**src/rtl/pipe_stage_reg_pkg.sv**
```systemverilog
// Shared widths, bubble control encodings and per-boundary sizing for the
// five-stage datapath pipeline registers.
package pipe_pkg;

   localparam int DATA_W_DEF     = 32;
   localparam int REG_W_DEF      = 5;
   localparam int CTRL_WB_W_DEF  = 2;
   localparam int CTRL_MEM_W_DEF = 3;
   localparam int CTRL_EX_W_DEF  = 4;
   localparam int CNT_W_DEF      = 16;

   // A bubble carries all-zero controls so it can never write or access memory.
   localparam logic [CTRL_WB_W_DEF-1:0]  CTRL_WB_NOP  = '0;
   localparam logic [CTRL_MEM_W_DEF-1:0] CTRL_MEM_NOP = '0;
   localparam logic [CTRL_EX_W_DEF-1:0]  CTRL_EX_NOP  = '0;

   localparam int IFID_NUM_DATA  = 2;
   localparam int IFID_NUM_REG   = 1;
   localparam int IDEX_NUM_DATA  = 4;
   localparam int IDEX_NUM_REG   = 2;
   localparam int EXMEM_NUM_DATA = 3;
   localparam int EXMEM_NUM_REG  = 1;
   localparam int MEMWB_NUM_DATA = 2;
   localparam int MEMWB_NUM_REG  = 1;

endpackage

```
**src/rtl/pipe_stage_reg_sat_counter.sv**
```systemverilog
// Saturating up-counter with synchronous active-low clear; used for the
// hazard-unit stall and bubble statistics.
module sat_counter
   import pipe_pkg::*;
#(
   parameter int CNT_W = CNT_W_DEF
) (
   input  logic             clk_i,
   input  logic             clr_n_i,
   input  logic             inc_i,
   output logic [CNT_W-1:0] count_o
);

   logic [CNT_W-1:0] count_q;
   logic [CNT_W-1:0] count_d;

   always_comb begin
      count_d = count_q;
      if (inc_i && (count_q != {CNT_W{1'b1}}))
         count_d = count_q + CNT_W'(1);
   end

   always_ff @(posedge clk_i) begin
      if (!clr_n_i)
         count_q <= '0;
      else
         count_q <= count_d;
   end

   assign count_o = count_q;

endmodule

```
**src/rtl/pipe_stage_reg.sv**
```systemverilog
// Generic pipeline boundary register: valid, data words, WB/MEM/EX controls and
// register numbers, with flush/stall, optional negedge output stage and debug counters.
module pipe_stage_reg
   import pipe_pkg::*;
#(
   parameter int DATA_W         = DATA_W_DEF,
   parameter int NUM_DATA       = IDEX_NUM_DATA,
   parameter int CTRL_WB_W      = CTRL_WB_W_DEF,
   parameter int CTRL_MEM_W     = CTRL_MEM_W_DEF,
   parameter int CTRL_EX_W      = CTRL_EX_W_DEF,
   parameter int REG_W          = REG_W_DEF,
   parameter int NUM_REG        = IDEX_NUM_REG,
   parameter bit HALF_CYCLE_OUT = 1'b1,
   parameter int CNT_W          = CNT_W_DEF
) (
   input  logic                       Clk,
   input  logic                       Rst_n,
   input  logic                       Stall_In,
   input  logic                       Flush_In,
   input  logic                       Valid_In,
   input  logic [NUM_DATA*DATA_W-1:0] Data_In,
   input  logic [CTRL_WB_W-1:0]       CtrlWB_In,
   input  logic [CTRL_MEM_W-1:0]      CtrlMEM_In,
   input  logic [CTRL_EX_W-1:0]       CtrlEX_In,
   input  logic [NUM_REG*REG_W-1:0]   RegNum_In,
   output logic                       Valid_Out,
   output logic [NUM_DATA*DATA_W-1:0] Data_Out,
   output logic [CTRL_WB_W-1:0]       CtrlWB_Out,
   output logic [CTRL_MEM_W-1:0]      CtrlMEM_Out,
   output logic [CTRL_EX_W-1:0]       CtrlEX_Out,
   output logic [NUM_REG*REG_W-1:0]   RegNum_Out,
   output logic [CNT_W-1:0]           StallCount_Out,
   output logic [CNT_W-1:0]           BubbleCount_Out
);

   localparam int DW = NUM_DATA * DATA_W;
   localparam int RW = NUM_REG * REG_W;

   logic                  valid_q, valid_d;
   logic [DW-1:0]         data_q, data_d;
   logic [CTRL_WB_W-1:0]  wb_q, wb_d;
   logic [CTRL_MEM_W-1:0] mem_q, mem_d;
   logic [CTRL_EX_W-1:0]  ex_q, ex_d;
   logic [RW-1:0]         regnum_q, regnum_d;

   // Flush beats stall; a flush still loads data/regnum so the bubble content is deterministic.
   always_comb begin
      valid_d  = valid_q;
      data_d   = data_q;
      wb_d     = wb_q;
      mem_d    = mem_q;
      ex_d     = ex_q;
      regnum_d = regnum_q;
      if (Flush_In) begin
         valid_d  = 1'b0;
         data_d   = Data_In;
         wb_d     = CTRL_WB_W'(CTRL_WB_NOP);
         mem_d    = CTRL_MEM_W'(CTRL_MEM_NOP);
         ex_d     = CTRL_EX_W'(CTRL_EX_NOP);
         regnum_d = RegNum_In;
      end else if (!Stall_In) begin
         valid_d  = Valid_In;
         data_d   = Data_In;
         wb_d     = Valid_In ? CtrlWB_In  : CTRL_WB_W'(CTRL_WB_NOP);
         mem_d    = Valid_In ? CtrlMEM_In : CTRL_MEM_W'(CTRL_MEM_NOP);
         ex_d     = Valid_In ? CtrlEX_In  : CTRL_EX_W'(CTRL_EX_NOP);
         regnum_d = RegNum_In;
      end
   end

   always_ff @(posedge Clk) begin
      if (!Rst_n) begin
         valid_q  <= 1'b0;
         data_q   <= '0;
         wb_q     <= '0;
         mem_q    <= '0;
         ex_q     <= '0;
         regnum_q <= '0;
      end else begin
         valid_q  <= valid_d;
         data_q   <= data_d;
         wb_q     <= wb_d;
         mem_q    <= mem_d;
         ex_q     <= ex_d;
         regnum_q <= regnum_d;
      end
   end

   generate
      if (HALF_CYCLE_OUT) begin : g_half_cycle
         logic                  valid_o_q;
         logic [DW-1:0]         data_o_q;
         logic [CTRL_WB_W-1:0]  wb_o_q;
         logic [CTRL_MEM_W-1:0] mem_o_q;
         logic [CTRL_EX_W-1:0]  ex_o_q;
         logic [RW-1:0]         regnum_o_q;

         // Next stage sees the captured value half a cycle after the posedge.
         always_ff @(negedge Clk) begin
            if (!Rst_n) begin
               valid_o_q  <= 1'b0;
               data_o_q   <= '0;
               wb_o_q     <= '0;
               mem_o_q    <= '0;
               ex_o_q     <= '0;
               regnum_o_q <= '0;
            end else begin
               valid_o_q  <= valid_q;
               data_o_q   <= data_q;
               wb_o_q     <= wb_q;
               mem_o_q    <= mem_q;
               ex_o_q     <= ex_q;
               regnum_o_q <= regnum_q;
            end
         end

         assign Valid_Out   = valid_o_q;
         assign Data_Out    = data_o_q;
         assign CtrlWB_Out  = wb_o_q;
         assign CtrlMEM_Out = mem_o_q;
         assign CtrlEX_Out  = ex_o_q;
         assign RegNum_Out  = regnum_o_q;
      end else begin : g_direct
         assign Valid_Out   = valid_q;
         assign Data_Out    = data_q;
         assign CtrlWB_Out  = wb_q;
         assign CtrlMEM_Out = mem_q;
         assign CtrlEX_Out  = ex_q;
         assign RegNum_Out  = regnum_q;
      end
   endgenerate

   logic stall_inc;
   logic bubble_inc;

   // Only stalls that actually hold a live instruction count toward stall cycles.
   assign stall_inc  = Stall_In & ~Flush_In & valid_q;
   assign bubble_inc = Flush_In | (~Stall_In & ~Valid_In);

   sat_counter #(.CNT_W(CNT_W)) u_stall_cnt (
      .clk_i   (Clk),
      .clr_n_i (Rst_n),
      .inc_i   (stall_inc),
      .count_o (StallCount_Out)
   );

   sat_counter #(.CNT_W(CNT_W)) u_bubble_cnt (
      .clk_i   (Clk),
      .clr_n_i (Rst_n),
      .inc_i   (bubble_inc),
      .count_o (BubbleCount_Out)
   );

endmodule

```
**config.mk**
```make
export PLATFORM = sky130hd
export DESIGN_NAME = pipe_stage_reg
export DESIGN_NICKNAME = d
export VERILOG_FILES = /design/src/rtl/pipe_stage_reg_pkg.sv /design/src/rtl/pipe_stage_reg_sat_counter.sv /design/src/rtl/pipe_stage_reg.sv
export SDC_FILE = /design/constraint.sdc
export NUM_CORES = 1
export LEC_CHECK = 0
export ABC_CLOCK_PERIOD_IN_PS = 2000
export CAP_MARGIN = 20
export CORE_AREA = 2 2 248 152
export DETAILED_ROUTE_END_ITERATION = 8
export DIE_AREA = 0 0 250 154
export GPL_ROUTABILITY_DRIVEN = 0
export MAX_ROUTING_LAYER = met4
export PLACE_DENSITY = 0.69
export SYNTH_ARGS = -nofsm -noshare
export SYNTH_HDL_FRONTEND = slang
export SYNTH_SLANG_ARGS = --single-unit
```
**constraint.sdc**
```tcl
create_clock -name Clk -period 2 [get_ports Clk]
set_clock_uncertainty 0.15 [all_clocks]
set_input_delay 0.2 -clock Clk [delete_from_list [all_inputs] [get_ports Clk]]
set_output_delay 0.2 -clock Clk [all_outputs]
set_load 0.05 [all_outputs]
```
==> summary by stage <==
Pwr
In this run, the clock network consumes 46.1% of the power. The power per cell area is 911 nW/um^2. The largest vdd supply drop is 670 uV.

The part of the power in registers is 42.6%. Summing internal, switching and leakage power gives roughly 17 mW. In this run the static leakage power is 7.92 nW. Cell internal power was estimated by the tool at 12.0 mW.

The share of total power dissipated in combinational logic is 11.2%. The fraction of power spent switching nets is approximately 28%. The switching power is 4.62 mW.

Timing
Setup repair after global routing could not meet its margin everywhere. The number of slew-limit violations in the final report was 0. Once routing completed, OpenROAD measured the worst setup slack at -0.427 ns. The slew at the pin closest to its max-slew limit is roughly 0.55 ns. The number of failing hold endpoints at the final stage is 0.

The final-layout worst hold slack is 0.0663 ns. The worst slew margin relative to its limit is a little under two thirds. Setup violations remaining at the end of the flow were counted as 148.

Yosys
Counting every instance in the synthesized netlist gives 1,157. In this run the biggest area consumer among cell types represents 61.1% of the synthesized area. The number of unique standard cell types used by synthesis is 50.

The dominant register cell in the synthesized netlist is dfxtp_1. Yosys printed 0 warnings. By area the synthesized netlist is led by dfxtp_1 (61%), nand2_1 (10%), and2_1 (8.6%).

The net count after synthesis is 1,311. The part of the Yosys area used for sequential elements is 61.1%. The post-synthesis async set-or-reset flop share is 0%. In this run the mean area of a mapped cell was 9.29 um^2. In this run, synthesis produced a sequential element count of approximately 330. Yosys mapped a number of flops with a built-in enable equal to 0. After synthesis the cells add up to around 11,000 um^2. The synthesized design spends more area on one cell type than any other, namely dfxtp_1.

Drt
The first routing iteration left 389 violations. In the final routed layout, each cell accounts on average for 15.4 um. The ratio of routed vias to standard cells is 4.50.

The detailed router put a total of about 14,000 um of wire on met1. The total length of routed met2 wires is 15,600 um. For this block, the via count after detailed routing is 9,640.

For this run, design rule violations remaining after detail routing come to 0. The iteration count of the initial detailed-routing pass is 5. In the detailed route, the total length drawn on met3 is 2510 um. Summed over all layers, the routed wires come to 33,000 um. Once detail routing completed, the nets flagged for antenna violations numbered 0.

The top routing layer in use is met4.

Setup path
Of all nets on the critical path, the largest fanout is 1. STA classifies the critical path startpoint as a register. Traced cell by cell, the critical path runs through buf_12. At the worst endpoint, the required time is 1.65 ns. The class of the most critical setup path is reg -> out.

Together, buffers and inverters on the worst path number 1. STA classifies the critical path endpoint as a primary output. The library cell contributing the largest single delay on the critical path is dfxtp_2.

The arrival time at the worst endpoint is 2.08 ns. For this run, the slowest stage of the critical path takes 0.35 ns. The kind of cell with the highest combined delay along the critical path is flip-flops.

Run status
The final reports fail on negative setup slack. The run finished, with violations left.

Clock network
The clock latency on the worst-skew pair is 0.51 ns. The maximum clock path buffer count is 3. The tree is rooted in a clkbuf_16. TritonCTS built the clock tree.

The number of clock buffers added by TritonCTS is 35. Post-CTS timing repair inserted 0 buffers for setup. After clock tree synthesis, the clock-pin slew on the worst setup and hold paths is 0.06 ns. The number of levels the H-tree was split into is 2.

Clock tree synthesis found a total of 328 sinks. For this design, the CTS-stage hold fixing added 0 buffers.

Cells and area
The synthesis-to-layout area growth is 69.4%. The final non-filler cell total is around 2,100. At the end of the flow, the number of nets in the layout was 1,793. The share of post-route cells with drive strength above 1 is 26.4%. Once layout is done, the placed cells without fillers occupy about 18,000 um^2.

Die
The total core area is 36,100 um^2. The die outline area is around 39,000 um^2. In this run the count of I/O pins placed on the die edge is 332. From bottom edge to top edge, the die measures approximately 150 um.

In this run the core area contains 54 standard-cell rows. Once the floorplan was initialized, standard cells occupied 29.8% of the core. The floorplan step set the die width to 250 um.

Global routing
The global-route congestion overflow total is 0. The initial antenna violation count is 3. Global routing used 17.2% of the available tracks across all layers.

The first global-routing pass estimated 51,100 um of wire. The via count of the first global-routing pass is 9,429. Entering global routing, the biggest net connects 77 pins.

Job
The max capacitance violation total is 0.

Place
The HPWL reported at the end of detailed placement is 22,900 um. The cell count after placement is 1,931. Timing analysis after detailed placement gives a worst setup slack of -0.179 ns.

The number of buffers added on ports is between 300 and 400. Once placement finished, the instance area stood at 16,300 um^2.

Worst hold path
The tightest min-delay check is of the in -> reg type.
## cell type report
type | instances | area, um^2
clock buffers | 43 | 990
inverters | 8 | 32.5
repair buffers | 372 | 5210
multi-input cells | 746 | 3880
clock inverters | 168 | 707
diodes | 3 | 7.51
flip-flops and latches | 328 | 6790
fillers | 3193 | 17900
well taps | 476 | 596
## timing repair
item / in CTS / in global routing
setup endpoints to repair: 169 / 152
gates cloned: 0 / 0
resized for setup: 169 / 2
pin swaps: 0 / 0
## cells in the final DEF, fill, tap and decap left out, drive strengths merged, types with 4 or more instances in the layout
cell type / count
a21oi: 157
a22oi: 9
and2: 148
and3: 4
and4: 7
buf: 201
clkbuf: 43
clkdlybuf4s50: 150
clkinv: 11
dfxtp: 328
dlygate4sd2: 21
inv: 160
mux2i: 5
nand2: 294
nand2b: 7
nand3: 9
nand4: 11
nor2: 18
nor3: 10
nor4: 7
o21ai: 6
o31ai: 9
or3: 5
or4: 8
## logic make-up (layout without fill, tap and decap cells)
| family | Yosys count | count (layout) | synth area share (%) |
|---|---|---|---|
| AND/OR/NAND/NOR | 538 | 538 | 24.7 |
| XOR/XNOR | 1 | 1 | 0.0815 |
| other | 0 | 3 | 0 |
| flip-flops | 328 | 328 | 61.1 |
| buffers and inverters | 83 | 591 | 2.99 |
| AO/OA/AOI/OAI | 200 | 200 | 10.5 |
| multiplexers | 5 | 5 | 0.466 |
| adder cells (fa/ha/maj) | 2 | 2 | 0.233 |
## power by group through the flow
stage	sequential [mW]	combinational (mW)	clock, mW
2_1_floorplan	7.51	0.433	0.450
3_3_place_gp	7.15	1.85	0.450
4_1_cts	7.07	1.88	7.82
3_5_place_dp	7.16	1.87	0.450
6_report	7.07	1.86	7.65
5_1_grt	7.09	1.98	8.36
## flip-flops by register name, indices dropped and copies added, names as in the netlist
signal / count
data_q: 128
Valid_Out: 1
Data_Out: 128
wb_q: 2
ex_q: 4
CtrlEX_Out: 4
CtrlMEM_Out: 3
mem_q: 3
u_bubble_cnt.count_o: 16
CtrlWB_Out: 2
valid_q: 1
regnum_q: 10
u_stall_cnt.count_o: 16
RegNum_Out: 10
## worst paths after layout
path,from,to,slack (ns),cells after the start
setup / recovery,RegNum_Out[8],RegNum_Out[8],-0.43,1
hold / removal,Rst_n,u_stall_cnt.count_o[12],0.07,4
setup reg to reg,u_stall_cnt.count_o[0],u_stall_cnt.count_o[10],0.06,5
hold reg to reg,regnum_q[6],regnum_q[6],0.29,2
## metrics by stage
| stage | util (%) | setup TNS [ns] |
|---|---|---|
| 6_report | 50.5 | -56.82 |
| 5_1_grt | 50.5 | -63.58 |
| 4_1_cts | 50.4 | -60.82 |
| 3_5_place_dp | 45.3 | -2.82 |
| 3_3_place_gp | 45.3 | -1.62 |
| 2_1_floorplan | - | -0.127 |
## routing by layer
layer  global-route usage [%]  up-vias
met5                        -        -
met1                     20.7     4540
met3                     5.25       52
met2                     27.8      293
li1                         -     4755
met4                     4.73        0
## synth_stat cells, drive strengths merged, types with 2 or more instances
cell    count
nand2b      7
nand4      11
nand2     294
and4        7
ha          2
a211oi      2
o41ai       3
clkbuf     69
and3        4
nand3       9
o21ai       6
buf         5
or4         8
mux2i       5
inv         9
nor2b       2
dfxtp     328
and2      148
nor4        7
o31ai       9
o21ba       2
a21oi     157
a31oi       3
a31o        2
or2         3
nor3       10
o311ai      2
nor2       18
o211ai      2
a22oi       9
or3         5
Note: power is estimated with default switching activity, not from simulation.
